--- src/rtl/input_buffer_pkg.sv ---
// Shared flit-format constants, flit type codes and input-buffer FSM states.
package input_buffer_pkg;

  localparam int FLIT_SIZE    = 32;
  localparam int HEADER_LEN   = 2;
  localparam int VC_CLASS_POS = FLIT_SIZE - HEADER_LEN - 1;

  typedef logic [HEADER_LEN-1:0] flit_type_t;

  localparam flit_type_t SINGLE_FLIT = 2'b00;
  localparam flit_type_t HEAD_FLIT   = 2'b01;
  localparam flit_type_t BODY_FLIT   = 2'b10;
  localparam flit_type_t TAIL_FLIT   = 2'b11;

  typedef enum logic {
    IB_IDLE   = 1'b0,
    IB_LOCKED = 1'b1
  } ib_state_t;

  // Only HEAD and SINGLE flits may legally start a packet.
  function automatic logic isStartType(input flit_type_t t);
    return (t == HEAD_FLIT) || (t == SINGLE_FLIT);
  endfunction

endpackage

--- src/rtl/input_buffer_flit_fifo.sv ---
// Single-clock flit FIFO; full/empty come from the occupancy counter so the
// pointers can wrap freely. A write while full is taken if a read pops too.
module flit_fifo #(
  parameter int DEPTH     = 8,
  parameter int FLIT_SIZE = 32,
  localparam int CNT_W    = $clog2(DEPTH + 1),
  localparam int PTR_W    = $clog2(DEPTH)
) (
  input  logic                 clk,
  input  logic                 rst,
  input  logic                 wr_en,
  input  logic [FLIT_SIZE-1:0] wr_data,
  input  logic                 rd_en,
  output logic [FLIT_SIZE-1:0] rd_data,
  output logic [CNT_W-1:0]     count,
  output logic                 full,
  output logic                 empty
);

  logic [FLIT_SIZE-1:0] r_mem [DEPTH];
  logic [PTR_W-1:0]     r_wrPtr;
  logic [PTR_W-1:0]     r_rdPtr;
  logic [CNT_W-1:0]     r_count;
  logic                 w_rdOk;
  logic                 w_wrOk;

  assign empty   = (r_count == '0);
  assign full    = (r_count == CNT_W'(DEPTH));
  assign w_rdOk  = rd_en && !empty;
  assign w_wrOk  = wr_en && (!full || w_rdOk);
  assign rd_data = r_mem[r_rdPtr];
  assign count   = r_count;

  always_ff @(posedge clk) begin
    if (rst) begin
      r_wrPtr <= '0;
      r_rdPtr <= '0;
      r_count <= '0;
    end else begin
      if (w_wrOk) r_wrPtr <= r_wrPtr + 1'b1;
      if (w_rdOk) r_rdPtr <= r_rdPtr + 1'b1;
      case ({w_wrOk, w_rdOk})
        2'b10:   r_count <= r_count + 1'b1;
        2'b01:   r_count <= r_count - 1'b1;
        default: r_count <= r_count;
      endcase
    end
  end

  always_ff @(posedge clk) begin
    if (w_wrOk) r_mem[r_wrPtr] <= wr_data;
  end

endmodule

--- src/rtl/input_buffer.sv ---
// Per-port input buffer: two VC-class FIFOs, wormhole packet arbitration
// towards route computation, and one credit per dequeued flit.
module input_buffer
  import input_buffer_pkg::*;
#(
  parameter int DEPTH     = 8,
  parameter int FLIT_SIZE = input_buffer_pkg::FLIT_SIZE,
  parameter int CNT_W     = $clog2(DEPTH + 1)
) (
  input  logic                 clk,
  input  logic                 rst,
  input  logic [FLIT_SIZE-1:0] flit_in,
  input  logic                 flit_in_valid,
  input  logic                 stall,
  output logic [FLIT_SIZE-1:0] flit_out,
  output logic                 flit_valid_out,
  output logic [1:0]           credit_out,
  output logic [CNT_W-1:0]     occ0,
  output logic [CNT_W-1:0]     occ1,
  output logic                 overflow_err
);

  logic [FLIT_SIZE-1:0] w_head  [2];
  logic [CNT_W-1:0]     w_count [2];
  flit_type_t           w_type  [2];
  logic [1:0]           w_empty, w_full, w_start, w_junk;
  logic [1:0]           w_wrReq, w_wrEn, w_rdEn, w_discard;
  logic                 w_sel, w_valid, w_deq, w_ovf;
  logic                 w_selNext, w_rrNext;
  ib_state_t            w_stateNext;

  ib_state_t            r_state;
  logic                 r_sel, r_rr, r_overflow;
  logic [1:0]           r_credit;

  for (genvar v = 0; v < 2; v++) begin : g_fifo
    flit_fifo #(.DEPTH(DEPTH), .FLIT_SIZE(FLIT_SIZE)) u_fifo (
      .clk     (clk),
      .rst     (rst),
      .wr_en   (w_wrEn[v]),
      .wr_data (flit_in),
      .rd_en   (w_rdEn[v]),
      .rd_data (w_head[v]),
      .count   (w_count[v]),
      .full    (w_full[v]),
      .empty   (w_empty[v])
    );
  end

  always_comb begin
    for (int v = 0; v < 2; v++) begin
      w_type[v]  = w_head[v][FLIT_SIZE-1 -: HEADER_LEN];
      w_start[v] = !w_empty[v] && isStartType(w_type[v]);
      w_junk[v]  = !w_empty[v] && !isStartType(w_type[v]);
    end
  end

  // Stray BODY/TAIL heads seen while idle are popped (with credit) but never presented.
  always_comb begin
    w_sel       = r_sel;
    w_valid     = 1'b0;
    w_discard   = 2'b00;
    w_stateNext = r_state;
    w_selNext   = r_sel;
    w_rrNext    = r_rr;
    case (r_state)
      IB_IDLE: begin
        w_discard = w_junk;
        if (w_start[r_rr]) begin
          w_sel   = r_rr;
          w_valid = 1'b1;
        end else if (w_start[~r_rr]) begin
          w_sel   = ~r_rr;
          w_valid = 1'b1;
        end
      end
      IB_LOCKED: w_valid = !w_empty[r_sel];
      default:   w_stateNext = IB_IDLE;
    endcase
    w_deq = w_valid && !stall;
    if (w_deq) begin
      if (r_state == IB_IDLE) begin
        w_selNext = w_sel;
        w_rrNext  = ~w_sel;
        if (w_type[w_sel] == HEAD_FLIT) w_stateNext = IB_LOCKED;
      end else if (w_type[w_sel] == TAIL_FLIT) begin
        w_stateNext = IB_IDLE;
      end
    end
  end

  assign w_rdEn[0]  = w_discard[0] | (w_deq && !w_sel);
  assign w_rdEn[1]  = w_discard[1] | (w_deq && w_sel);
  assign w_wrReq[0] = flit_in_valid && !flit_in[VC_CLASS_POS];
  assign w_wrReq[1] = flit_in_valid && flit_in[VC_CLASS_POS];
  assign w_wrEn     = w_wrReq & (~w_full | w_rdEn);
  assign w_ovf      = |(w_wrReq & w_full & ~w_rdEn);

  always_ff @(posedge clk) begin
    if (rst) begin
      r_state <= IB_IDLE;
      r_sel   <= 1'b0;
      r_rr    <= 1'b0;
    end else begin
      r_state <= w_stateNext;
      r_sel   <= w_selNext;
      r_rr    <= w_rrNext;
    end
  end

  always_ff @(posedge clk) begin
    if (rst) begin
      r_credit   <= 2'b00;
      r_overflow <= 1'b0;
    end else begin
      r_credit <= w_rdEn;
      if (w_ovf) r_overflow <= 1'b1;
    end
  end

  assign flit_out       = w_head[w_sel];
  assign flit_valid_out = w_valid;
  assign credit_out     = r_credit;
  assign occ0           = w_count[0];
  assign occ1           = w_count[1];
  assign overflow_err   = r_overflow;

endmodule

--- config.mk ---
export PLATFORM = sky130hd
export DESIGN_NAME = input_buffer
export DESIGN_NICKNAME = d
export VERILOG_FILES = /design/src/rtl/input_buffer_pkg.sv /design/src/rtl/input_buffer_flit_fifo.sv /design/src/rtl/input_buffer.sv
export SDC_FILE = /design/constraint.sdc
export NUM_CORES = 1
export LEC_CHECK = 0
export BUFFER_PORTS_ARGS = -buffer_cell sky130_fd_sc_hd__buf_2
export CAP_MARGIN = 15
export CORE_MARGIN = 4
export CORE_UTILIZATION = 45
export DETAILED_ROUTE_END_ITERATION = 6
export RECOVER_POWER = 50
export SYNTH_ARGS = -nofsm -noshare
export SYNTH_HDL_FRONTEND = slang
export SYNTH_SLANG_ARGS = --single-unit
export TNS_END_PERCENT = 10
--- constraint.sdc ---
create_clock -name clk -period 14.9 [get_ports clk]
set_clock_uncertainty 0.2 [all_clocks]
set_input_delay 2.235 -clock clk [delete_from_list [all_inputs] [get_ports clk]]
set_output_delay 2.235 -clock clk [all_outputs]
set_load 0.02 [all_outputs]
# Yosys cells after proc, flatten, opt, wreduce, memory -nomap -nowiden
# Memories as Yosys holds them, arrays and structs flattened. A register that Yosys moved wholly into a read port is not among the register bits.
# Index checks and enable logic that the tools add are counted.
[totals]
n_memories = 2
word_cells = 114
register_bits = 26
ramBits = 512
[mem_list]
columns = ["memory", "words", "word_bits", "read_ports", "rd_ports_with_merged_regs", "write_ports", "line", "source"]
rows = [
  ["g_fifo[0].u_fifo.r_mem", 8, 32, 1, 1, 1, "input_buffer_flit_fifo.sv:20", "logic [FLIT_SIZE-1:0] r_mem [DEPTH];"],
  ["g_fifo[1].u_fifo.r_mem", 8, 32, 1, 1, 1, "input_buffer_flit_fifo.sv:20", ""],
]
[op_classes]
n_addsub = 8
mux = 32
n_reduce_logical = 35
n_eq_ne = 10
n_lt_le_gt_ge = 4
bitwise = 12
[op_table]
columns = ["cell", "count"]
rows = [
  ["$mux W32", 3],
  ["$mux W1", 18],
  ["$pmux W4 S2", 2],
  ["$logic_and A1 B1 Y1", 13],
  ["$add A3 B1 Y3 const B", 4],
  ["$mux W3", 4],
  ["$eq A2 B1 Y1 const B", 5],
  ["$logic_not A1 Y1", 10],
  ["$add A4 B1 Y4 const B", 2],
  ["$eq A4 B4 Y1 const B", 2],
  ["$logic_not A4 Y1", 2],
  ["$mux W2", 4],
  ["$sub A4 B1 Y4 const B", 2],
  ["$and A2 B2 Y2", 3],
  ["$eq A2 B2 Y1 const B", 3],
  ["$lt A1 B2 Y1 const B", 3],
  ["$logic_not A2 Y1", 2],
  ["$logic_or A1 B1 Y1", 4],
  ["$not A2 Y2", 2],
  ["$reduce_bool A2 Y1", 2],
  ["$not A1 Y1", 3],
  ["$ge A2 B2 Y1 const B", 1],
  ["$not A1 Y2", 1],
  ["$or A1 B1 Y1", 2],
  ["other kinds (4)", 4],
]

# Logic depth before layout (Yosys ltp)
[logic_depth]
depth_word = 16
ltp_mapped = 16
depth_no_buf = 15

# Modules after synthesis
# A second synthesis with hierarchy kept.
[hier_totals]
cells_unflattened = 986
hier_area_um2 = 21753.4
[by_module_without_submodules]
columns = ["mod", "area_per_inst_um2", "n_inst", "seq_area_each_um2", "cells_per_inst"]
rows = [
  ["flit_fifo at g_fifo[0].u_fifo", 10510.1, 1, 7947.6, 453],
  ["flit_fifo at g_fifo[1].u_fifo", 10503.8, 1, 7947.6, 453],
  ["input_buffer", 739.5, 1, 120.1, 80],
]

# Worst setup path before layout
# No wires, ideal clock.
[synth_path]
kind = "input port to flip-flop"
startpoint = "input port stall"
endpoint = "memory g_fifo[1].u_fifo.r_mem[0][0], enable pin"
n_path_buf = 1
arrival_ps = 6048
slack_ps = 8151
stages = 5
path_cell_list = "a31oi_4 a21oi_2 or2_1 buf_6 nor4_1"
[synth_between]
elab_chain_len = 9
elab_cells_between_ends = 11
classes_between = "2 x mux; 3 x bitwise; 6 x reduce/logical"
[synth_lines]
columns = ["item", "line", "source"]
rows = [
  ["start, declared", "input_buffer.sv:14", "input logic stall,"],
  ["$logic_not A1 Y1 *", "input_buffer.sv:80", "w_deq = w_valid && !stall;"],
  ["$logic_and A1 B1 Y1 *", "input_buffer.sv:80", ""],
  ["$logic_and A1 B1 Y1 *", "input_buffer.sv:93", "assign w_rdEn[1] = w_discard[1] | (w_deq && w_sel);"],
  ["$or A1 B1 Y1 *", "input_buffer.sv:93", ""],
  ["$or A2 B2 Y2 or $logic_and A1 B1 Y1 (tied branches)", "input_buffer.sv:96, input_buffer_flit_fifo.sv:29", ""],
  ["$and A2 B2 Y2 or $logic_or A1 B1 Y1 (tied branches)", "input_buffer.sv:96, input_buffer_flit_fifo.sv:30", ""],
  ["$logic_and A1 B1 Y1 *", "input_buffer_flit_fifo.sv:30", "assign w_wrOk = wr_en && (!full || w_rdOk);"],
  ["$mux W1 *", "input_buffer_flit_fifo.sv:51", "if (w_wrOk) r_mem[r_wrPtr] <= wr_data;"],
  ["$mux W1 (implied by the code) *", "input_buffer_flit_fifo.sv:51", ""],
  ["end, declared", "input_buffer_flit_fifo.sv:20", ""],
]
# Every way passes the cells marked *; elsewhere a longest branch is shown, timed or not.

==> Implementation_results.wiki <==
{| class="wikitable"
! Metric !! Value
|-
| Vias in the first global route || 10200
|-
| Violated checks || max-capacitance violations, max-slew violations
|-
| Delay-heaviest family, CP || flip-flops
|-
| Commonest register cell after synthesis || sky130_fd_sc_hd__edfxtp_1
|-
| Vias/cell || about 5.6
|-
| Area growth, synth to finish || 13.1%
|-
| TritonRoute pass-1 iters || 5
|-
| Overflow left after global routing || 0
|-
| Logic depth of the worst register-to-register path || 13
|-
| Total die area || roughly 50000 sq um
|-
| Maxcap violations || 3
|-
| Outcome || finished, violations left
|-
| Clock sinks || around 540
|-
| Total power after layout || ~4 mW
|-
| Endpoints failing hold || 0
|-
| Die H || about 220 microns
|-
| Post-CTS repair timing setup buffer count || 0
|-
| Final max-slew violation count || roughly 160
|-
| Worst setup path category || reg2out
|-
| Largest driver fanout on the critical path || between 60 and 70
|-
| Non-filler cells in the finished layout || around 1800
|-
| Number of antenna violations at the first check in global routing || 1
|-
| DP HPWL || about 22000 microns
|-
| Endpoint required time on the critical path || about 12 ns
|-
| Endpoint kind of the worst setup timing path || output pin
|-
| Setup_tns || 0 ns
|-
| GR Util All Layers || 16.8%
|-
| CTS hold repair buffers || 0
|-
| Hold WS || 0.279 ns
|-
| Number of buffer and inverter stages on the critical path || 1
|-
| Layout cells sized above 1 || about a quarter
|-
| Leakage power of the design || ~7.4 nW
|-
| Final #Nets || between 1000 and 1500
|-
| Final wirelength || around 41000 microns
|-
| Leading cell type in the layout, fill and taps excluded || sky130_fd_sc_hd__edfxtp_1
|-
| Top-level I/O count || 80
|-
| Buffers on Ports || between 70 and 80
|-
| Drt initial violations || 650
|-
| Commonest cells after routing, fill and taps aside || sky130_fd_sc_hd__edfxtp_1 (512), sky130_fd_sc_hd__mux4_2 (128), sky130_fd_sc_hd__clkbuf_16 (56)
|-
| Data arrival time at the worst-slack endpoint || 6.98 ns
|-
| Number of nets still failing antenna checks after routing || 0
|-
| Transition time at the pin with the least slew margin || 3.25 ns
|-
| Final setup margin || roughly 5.5 ns
|-
| Wire per inst || about 24 microns
|-
| First-pass GRT wire length || around 64000 microns
|-
| Global placer's final weighted congestion || between 0.7 and 0.8
|-
| Clock period minus worst slack || about 9.4 ns
|-
| Worst-case vdd ir drop || approximately 0.10 mV
|-
| Final period util || a little over three fifths
|-
| Clock input transition at the sequential cells of the worst setup and hold paths || about 0.060 ns
|-
| R2R Path End || g_fifo[1].u_fifo.count[2]
|-
| Crit-path max cell delay || 2.53 ns
|-
| Via Count || between 9000 and 10000
|-
| Number of core rows || 79
|-
| Gate count after technology mapping || between 1000 and 1500
|-
| Yosys synthesis warning count || 0
|-
| CTS buffer count || 55
|-
| Post-placement cell area || about 22000 sq um
|-
| Critical path capture point || flit_out[16]
|-
| Std-Cell Core Area || about 47000 sq um
|-
| Power density relative to cell area || 167 nW/um^2
|-
| Mean cell area of the mapped netlist || approximately 21 sq um
|-
| Clock tree buffer depth || 3
|-
| Total non-filler cell area in the finished layout || around 24000 sq um
|-
| Post-synth EDFFs || 512
|-
| F_max || between 100 and 150 MHz
|-
| Latest clock arrival within the worst-skew pair || about 0.58 ns
|-
| CTS tree || built
|-
| Initial core utilization || a little under half
|-
| Worst-path cell with the longest stage delay || sky130_fd_sc_hd__dfxtp_1
|-
| Final core area utilization || between 50% and 60%
|-
| Number of logic stages on the critical path including buffering || 7
|-
| Startpoint class of the critical path || flop
|-
| Register-to-Register Setup Slack || 6.25 ns
|-
| Final Setup Violations || 0
|-
| Fill cells || 3702
|-
| Horizontal die dimension || roughly 220 microns
|-
| Post-CTS Resized || 0
|-
| Number of levels in the clock H-tree || 2
|-
| Setup repair after global routing missed its margin || no
|-
| Maximum number of pins on one net before global-route repair || 66
|-
| Relative slew margins || -117%
|-
| Residual DRC || 0
|-
| Share of the yosys chip area belonging to registers || ~76%
|-
| Root Buffer Master || sky130_fd_sc_hd__clkbuf_16
|-
| Cell Chain, Critical Path || mux4_2, mux2i_1, and3b_1, o22a_1, a211oi_1, a21oi_1, buf_2
|-
| Fraction of registers with async set or reset after synthesis || 0%
|-
| Total nets after synthesis || 1052
|-
| Cell count after placement || ~1700
|-
| Worst setup slack after placement || slightly above 9 ns
|-
| Number of flip-flops and latches in the synthesized netlist || 544
|-
| Synth unique cells || 50
|-
| Cell Area, Synth || roughly 21000 sq um
|-
| Classification of the worst-slack hold path || reg2reg
|}
sequential cells by signal, summed over array words and instances, names as in the netlist, named ones only:
signal,count
g_fifo.u_fifo.count,8
g_fifo.u_fifo.r_mem,512
overflow_err,1
r_rr,1
g_fifo.u_fifo.r_rdPtr,6
g_fifo.u_fifo.r_wrPtr,6
credit_out,2
r_sel,1
logic make-up (layout without fill, tap and decap cells):
kind of cell               count (synthesis)  count (layout)  synth area share [%]
buffers and inverters                     61             203                  1.18
DFF                                      544             544                  75.7
xor gates and xnor gates                  10              10                 0.414
muxes                                    174             174                  15.9
adders and majority gates                 10              10                 0.591
and+or+nand+nor                          109             109                  3.10
other                                      0               1                     0
AOI/OAI and AO/OA                         98              98                  3.12
worst min path at each step:
stage | from | end | cells after the start
after detailed placement | g_fifo[1].u_fifo.r_rdPtr[2] | flop | 2
final | g_fifo[1].u_fifo.r_rdPtr[2] | flop | 2
after floorplan | g_fifo[1].u_fifo.r_rdPtr[2] | flop | 2
after global placement | g_fifo[0].u_fifo.r_rdPtr[2] | flop | 2
after global routing | g_fifo[1].u_fifo.r_rdPtr[2] | flop | 2
after CTS | g_fifo[1].u_fifo.r_rdPtr[2] | flop | 2
worst register-to-register path, stage by stage, from the launching register on:
cell and delay [ns]:
sky130_fd_sc_hd__dfxtp_1 2.53, sky130_fd_sc_hd__mux4_2 0.74, sky130_fd_sc_hd__mux2i_1 0.40, sky130_fd_sc_hd__and3b_1 0.26
sky130_fd_sc_hd__o22a_1 1.85, sky130_fd_sc_hd__a21oi_1 0.53, sky130_fd_sc_hd__or2_1 0.63, sky130_fd_sc_hd__ha_1 0.40
sky130_fd_sc_hd__xor2_1 0.16, sky130_fd_sc_hd__ha_1 0.19, sky130_fd_sc_hd__a21oi_1 0.16, sky130_fd_sc_hd__xor2_1 0.10
sky130_fd_sc_hd__or3_1 0.31, sky130_fd_sc_hd__a21oi_1 0.14
synthesized netlist by cell type, types with 10 or more instances:
master,n,area (sq um)
sky130_fd_sc_hd__clkbuf_1,37,139
sky130_fd_sc_hd__ha_1,10,125
sky130_fd_sc_hd__dfxtp_1,32,641
sky130_fd_sc_hd__mux4_2,128,2880
sky130_fd_sc_hd__mux2i_1,41,410
sky130_fd_sc_hd__edfxtp_1,512,15400
sky130_fd_sc_hd__a211oi_1,31,233
sky130_fd_sc_hd__buf_1,12,45.0
sky130_fd_sc_hd__a21oi_1,43,215
sky130_fd_sc_hd__nor2b_1,33,206
sky130_fd_sc_hd__o21ai_0,11,55.1
sky130_fd_sc_hd__nor2_1,25,93.8
cell type report:
class	instances	area, sq um	area share [%]
Sequential cell	544	16000	67.0
Multi-Input combinational cell	401	4900	20.5
Clock buffer	66	1440	6.01
Tap cell	607	759	3.17
Timing Repair Buffer	93	443	1.85
Clock inverter	36	330	1.38
Inverter	8	30.0	0.125
Antenna cell	1	2.50	0.0105
per-layer routing:
layer  global-route usage, %  routed length, microns  vias to the layer above
li1                        -                       -                     4376
met1                    23.6                   18500                     5173
met2                    27.7                   20700                      186
met3                    2.60                    1450                       63
met4                    4.68                     826                        0
met5                       0                       0                        -
where the power goes:
| group | leakage [nW] | switching, mW | total (mW) | internal, mW |
|---|---|---|---|---|
| Combinational | 1.60 | 0.494 | 0.875 | 0.382 |
| Sequential | 4.89 | 0.0689 | 1.79 | 1.72 |
| Clock | 0.863 | 0.553 | 1.34 | 0.789 |
| Total | 7.35 | 1.12 | 4.01 | 2.89 |
(Power assumes the default switching activity.)
